[src/rtl/wb_block_copy_master.sv]
// Wishbone classic block-copy initiator: reads one 32-bit word, writes it to the
// destination range, and repeats for the commanded word count.
module wb_block_copy_master #(
  parameter int ADDR_W         = 32,
  parameter int LEN_W          = 16,
  parameter int TIMEOUT_CYCLES = 256
) (
  input  logic              wb_clk_i,
  input  logic              wb_rst_i,
  input  logic              start_i,
  input  logic [ADDR_W-1:0] src_addr_i,
  input  logic [ADDR_W-1:0] dst_addr_i,
  input  logic [LEN_W-1:0]  len_i,
  output logic              busy_o,
  output logic              done_o,
  output logic              err_o,
  output logic [LEN_W-1:0]  words_done_o,
  output logic              wbm_cyc_o,
  output logic              wbm_stb_o,
  output logic              wbm_we_o,
  output logic [3:0]        wbm_sel_o,
  output logic [ADDR_W-1:0] wbm_adr_o,
  output logic [31:0]       wbm_dat_o,
  input  logic [31:0]       wbm_dat_i,
  input  logic              wbm_ack_i
);

  typedef enum logic [2:0] {IDLE, RD, RD_GAP, WR, WR_GAP, FIN} state_t;

  localparam logic [31:0] TMO_LAST = (TIMEOUT_CYCLES > 0) ? 32'(TIMEOUT_CYCLES - 1) : 32'd0;

  state_t            state, state_nxt;
  logic [ADDR_W-1:0] src_q, dst_q, offset;
  logic [LEN_W-1:0]  len_q, words_q;
  logic [31:0]       data_q;
  logic [31:0]       tmo_cnt;
  logic              err_q;
  logic              req, accept, tmo_hit;

  assign req     = (state == RD) || (state == WR);
  assign accept  = (state == IDLE) && start_i && (len_i != '0);
  assign tmo_hit = (TIMEOUT_CYCLES > 0) && req && !wbm_ack_i && (tmo_cnt == TMO_LAST);
  assign offset  = ADDR_W'({words_q, 2'b00});

  always_ff @(posedge wb_clk_i or negedge wb_rst_i) begin
    if (!wb_rst_i) state <= IDLE;
    else           state <= state_nxt;
  end

  always_comb begin
    state_nxt = state;
    case (state)
      IDLE:    if (start_i) state_nxt = (len_i != '0) ? RD : FIN;
      RD:      if (wbm_ack_i) state_nxt = RD_GAP;
               else if (tmo_hit) state_nxt = FIN;
      RD_GAP:  state_nxt = WR;
      WR:      if (wbm_ack_i) state_nxt = WR_GAP;
               else if (tmo_hit) state_nxt = FIN;
      WR_GAP:  state_nxt = (words_q == len_q) ? FIN : RD;
      FIN:     state_nxt = IDLE;
      default: state_nxt = IDLE;
    endcase
  end

  // Bus strobes decode straight from the state register, so an async reset
  // drops them without waiting for a clock edge.
  always_comb begin
    wbm_cyc_o = req;
    wbm_stb_o = req;
    wbm_we_o  = (state == WR);
    wbm_sel_o = req ? 4'b1111 : 4'b0000;
    wbm_adr_o = '0;
    if (state == RD) wbm_adr_o = src_q + offset;
    if (state == WR) wbm_adr_o = dst_q + offset;
    busy_o = (state == RD) || (state == RD_GAP) || (state == WR) || (state == WR_GAP);
    done_o = (state == FIN);
  end

  always_ff @(posedge wb_clk_i or negedge wb_rst_i) begin
    if (!wb_rst_i) begin
      src_q   <= '0;
      dst_q   <= '0;
      len_q   <= '0;
      words_q <= '0;
      data_q  <= '0;
      err_q   <= 1'b0;
      tmo_cnt <= '0;
    end else begin
      if (accept) begin
        src_q   <= src_addr_i;
        dst_q   <= dst_addr_i;
        len_q   <= len_i;
        words_q <= '0;
        err_q   <= 1'b0;
      end
      if ((state == RD) && wbm_ack_i) data_q <= wbm_dat_i;
      if ((state == WR) && wbm_ack_i) words_q <= words_q + 1'b1;
      if (tmo_hit) err_q <= 1'b1;
      // Counter sits at zero outside a request, so every RD/WR entry starts fresh.
      if (!req)            tmo_cnt <= '0;
      else if (!wbm_ack_i) tmo_cnt <= tmo_cnt + 1'b1;
    end
  end

  assign wbm_dat_o    = data_q;
  assign err_o        = err_q;
  assign words_done_o = words_q;

endmodule

[config.mk]
export PLATFORM = sky130hd
export DESIGN_NAME = wb_block_copy_master
export DESIGN_NICKNAME = d
export VERILOG_FILES = /design/src/rtl/wb_block_copy_master.sv
export SDC_FILE = /design/constraint.sdc
export NUM_CORES = 1
export LEC_CHECK = 0
export CAP_MARGIN = 20
export CELL_PAD_IN_SITES_DETAIL_PLACEMENT = 2
export CELL_PAD_IN_SITES_GLOBAL_PLACEMENT = 2
export CORE_ASPECT_RATIO = 0.9
export CORE_UTILIZATION = 36
export CTS_BUF_LIST = sky130_fd_sc_hd__clkbuf_8
export DETAILED_ROUTE_END_ITERATION = 12
export PLACE_DENSITY_LB_ADDON = 0.15
export SYNTH_ARGS = -nofsm -noshare
export SYNTH_HDL_FRONTEND = slang
export SYNTH_SLANG_ARGS = --single-unit
[constraint.sdc]
create_clock -name wb_clk_i -period 6.8 [get_ports wb_clk_i]
set_input_delay 1.36 -clock wb_clk_i [delete_from_list [all_inputs] [get_ports wb_clk_i]]
set_output_delay 1.36 -clock wb_clk_i [all_outputs]
set_load 0.1 [all_outputs]
### After elaboration in Yosys (flattened, before gate mapping)

Cells that the tools add are included.

* bits in registers: 164
* input bits: 116
* output and inout port bits: 90

* $add $sub $neg: 4
* equal/unequal tests: 9
* multiplexer cells: 16
* reductions and logical operators: 15

Operators by type and width (count)
* $mux 32: 4
* $add 32x18->32: 2
* $add 32x1->32 const B: 1
* $eq 32x8->1 const B: 1
* $mux 16: 2
* $mux 3: 6
* $add 16x1->16 const B: 1
* $eq 16x16->1: 1
* $reduce_bool 16->1: 1
* $pmux 3 s5: 1
* $eq 3x2->1 const B: 2
* $eq 3x3->1 const B: 2
* $logic_and 1x1->1: 6
* $logic_or 1x1->1: 4
* $mux 4: 1
* $ne 2x2->1 const B: 2
* $reduce_bool 2->1: 2
* $eq 3x1->1 const B: 1
* $logic_not 3->1: 1
* $mux 1: 2
* $logic_not 1->1: 1

### Depth between registers and ports, before layout

* word-level depth: 7
* mapped depth: 9

### Worst setup path after synthesis

OpenSTA, ideal clock, no wires.

* path type: reg2out
* start: register words_q[1] (netlist: words_done_o[1])
* end: output wbm_adr_o[25]
* arrival: 4.861 ns
* setup slack: 0.579 ns
* stages on the path, launching flop included: 8
* buffers on the path: 0
* cell sequence: dfrtp_1 ha_1 a211oi_1 o21bai_2 o211ai_1 a21boi_0 o2111a_1 o32ai_1

* word-level cells in the longest chain between the ends: 3
* elaborated cells between the ends (all ways): 4
* those cells by class: add/sub: 2; mux: 2

RTL lines
* start, declared: line 34 `logic [LEN_W-1:0] len_q, words_q;`
* start signal, assigned: line 97 `if ((state == WR) && wbm_ack_i) words_q <= words_q + 1'b1;`
* $add 32x18->32: line 73 `if (state == RD) wbm_adr_o = src_q + offset;`
* $mux 32: line 73
* $mux 32 (*): line 74 `if (state == WR) wbm_adr_o = dst_q + offset;`
* end, declared: line 22 `output logic [ADDR_W-1:0] wbm_adr_o,`

Mark *: on every way between the ends. The rest lies on a longest branch, timed or not.

### Worst setup path after layout

* start: register words_q[0] (netlist: words_done_o[0])
* end: output wbm_adr_o[30]

The elaborated chain is that of the path after synthesis.

==> reports/metrics.yaml <==
outcome:
  status: "complete, no violations"
routing:
  firstDrtPassIters: 4
  routedWlPerCell_um: 21.9
  finalWirelength_um: 32400
  num_vias: 8219
  ant_nets: 0
  viasPerCell: 5.55
  top_layer: "met4"
  first_iter_violations: 352
  wl_met3_um: 1410
  drc: 0
  wl_met1_um: 15000
  dr_wl_met2_um: 15600
timing:
  fin_crit_sh: 0.850
  setup_viol: 0
  finalMaxSlewViolations: 0
  setup_tns_ns: 0
  fin_skew_ns: 0.0250
  hold_violations: 0
  worst_pin_slew_ns: 1.07
  fmax_mhz: 173
  rsz0062_at_grt: "false"
  slew_headroom: 0.286
  finalCriticalPeriod_ns: 5.78
clocking:
  clockBufferDepth: 2
  cts-hold-fix-buffers: 0
  cts.clk_slew.worst_paths_ns: 0.10
  numCtsBuffers: 17
  post_cts_buffers: 0
  h-tree-depth: 4
  root_buffer: "clkbuf_8"
  cts.sinks: 164
  cts_resized: 0
  clk_latency_ns: 0.51
  cts_tree: "built"
critical_path:
  end_kind: "output pin"
  crit_type: "flip-flop to output pin"
  slowest_stage: "clkdlybuf4s50_1"
  required_ns: 5.44
  crit_family: "buffers and inverters"
  critPathBufInv: 2
  crit_fanout: 9
  start_kind: "flip-flop"
  worstPathArrival_ns: 4.42
  rrSetupSlack_ns: 3.91
  worstPathCellList: "ha_1, inv_1, fa_1, nand2b_1, a211oi_2, o211ai_2, a2111oi_2, xnor2_1, o22ai_1, clkdlybuf4s50_1"
  max_stage_delay_ns: 1.18
yosys:
  synth_nets: 1084
  synthSimpleGateAreaFrac: 0.156
  synth-compound-area-share: 0.129
  syn_inst: 932
  synthFlopType: "dfrtp_1"
  synth.cell_area_sq_mm: 0.00962
  synthAdderAreaFrac: 0.0484
  syn_avg_cell_area_sq_um: 10.3
  synth-xor-area-share: 0.0729
  yosysWarnings: 0
  async_reset_ff_frac: 1.00
  synth_top_family_by_area: "simple AND/OR/NAND/NOR gates"
  synth-seq-area-share: 0.427
  synth_edf_count: 0
  synthMuxAreaShare: 0.141
  synth_seq_cells: 164
  synth_cell_types: 71
global_routing:
  grt_max_degree: 99
  antenna_found_initial: 0
  grt_pass1_wl_um: 50700
  grtUsageTotal: 0.242
  grt_pass1_vias: 8889
  grt_overflow: 0
place:
  gp_congestion: 0.805
  port_buffers: 205
  dp_hpwl_um: 24100
floorplan:
  fp-row-count: 56
  die_y_um: 157
  io_pins: 206
  die_area_sq_mm: 0.0274
  design.core.area_sq_mm: 0.0261
  initial_core_util: 0.368
  die_w_um: 174
power_and_ir_drop:
  power_density_mw_per_mm2: 551
  leakage_uw: 0.00503
  ir_drop_uv: 314
layout:
  utilization: 0.474
  drive_above_1_share: 0.160
  num_antenna_cells: 0
  areaGrowthSynthToFinish_pct: 28.7
  num-fill-cells: 2762
  final_nets: 1273
worst_hold_path:
  hp-class: "flip-flop to flip-flop"
flow_run:
  max_cap_viol_count: 0
==> layer usage <==
metal	global-route usage	up-vias
met5	0	-
met4	0.0677	0
met3	0.0432	26
met2	0.399	154
met1	0.325	4221
li1	-	3818
==> sequential cells by signal, indices dropped and copies added (netlist names) <==
signal and cells:
tmo_cnt 32, words_done_o 16, len_q 16, err_o 1
state 3, src_q 32, wbm_dat_o 32, dst_q 32
==> where the power goes <==
group | internal [uW] | switching [uW]
clock | 338 | 428
sequential | 1340 | 369
combinational | 1230 | 3110
total | 2910 | 3910
==> final timing paths <==
check / end / start / cells after the start
min in group asynchronous: src_q[2] / wb_rst_i / 1
max: wbm_adr_o[30] / words_done_o[0] / 10
max in group asynchronous: words_done_o[13] / wb_rst_i / 2
min: wbm_dat_o[11] / wbm_dat_o[11] / 1
min reg2reg: wbm_dat_o[11] / wbm_dat_o[11] / 1
max reg2reg: len_q[14] / state[1] / 6
==> layout make-up <==
| cell class | count | area, sq um | share of cell area |
|---|---|---|---|
| multi-input cells | 712 | 5270 | 0.426 |
| repair buffers | 212 | 2100 | 0.170 |
| inverters | 14 | 52.6 | 0.00425 |
| clock buffers | 17 | 234 | 0.0189 |
| clock inverters | 15 | 173 | 0.0140 |
| flip-flops and latches | 164 | 4100 | 0.332 |
| well taps | 348 | 435 | 0.0352 |
==> through the flow <==
stage	cell area (sq um)	power [uW]	setup WS [ns]	hold slack (ns)	std cells
after floorplan	9620	4910	0.579	0.479	932
after global placement	11900	5990	1.66	0.460	1448
after detailed placement	11900	6080	1.50	0.498	1448
after CTS	12400	6870	0.940	0.522	1480
after global routing	12400	7110	0.710	0.537	1482
final	12400	6820	1.02	0.513	1482
==> placed cells by master, fill, tap and decap left out, types with 9 or more instances in the layout <==
master / count
a211oi_1: 12
a21oi_1: 50
and3_1: 13
and4_1: 9
buf_4: 10
clkbuf_8: 17
clkdlybuf4s50_1: 199
dfrtp_1: 164
ha_1: 34
inv_1: 14
mux2_2: 112
mux2i_1: 9
nand2_1: 60
nand3_1: 42
nand4_1: 34
nor2_1: 63
nor3_1: 15
nor4_1: 13
o211ai_1: 15
o21ai_0: 40
o22ai_1: 10
xnor2_1: 48
xor2_1: 32
==> kinds of logic after synthesis <==
kind of cell               Yosys count
AOI/OAI and AO/OA                  187
xor gates and xnor gates            80
adders and majority gates           36
buffers and inverters               56
DFF                                164
muxes                              121
and+or+nand+nor                    288
==> synthesized netlist by cell type, types with 5 or more instances <==
cell type	instances	area (sq um)
or3_1	6	37.5
a31oi_1	6	37.5
nor3_1	16	80.1
nand4_1	34	213
buf_4	5	37.5
o22ai_1	10	62.6
o211ai_1	15	113
o32ai_1	5	43.8
o21ai_0	40	200
a21o_1	7	52.6
xor2_1	32	280
and2_1	5	31.3
nor4_1	13	81.3
dfrtp_1	164	4100
nand3_1	43	215
a21oi_1	50	250
mux2i_1	9	90.1
xnor2_1	48	420
inv_1	13	48.8
mux2_2	112	1260
and4_1	9	78.8
clkbuf_1	15	56.3
nor2_1	63	236
ha_1	34	425
and3_1	13	81.3
nand2_1	60	225
nand2b_1	5	31.3
a211oi_1	12	90.1
buf_2	14	70.1
(Power assumes the default switching activity.)
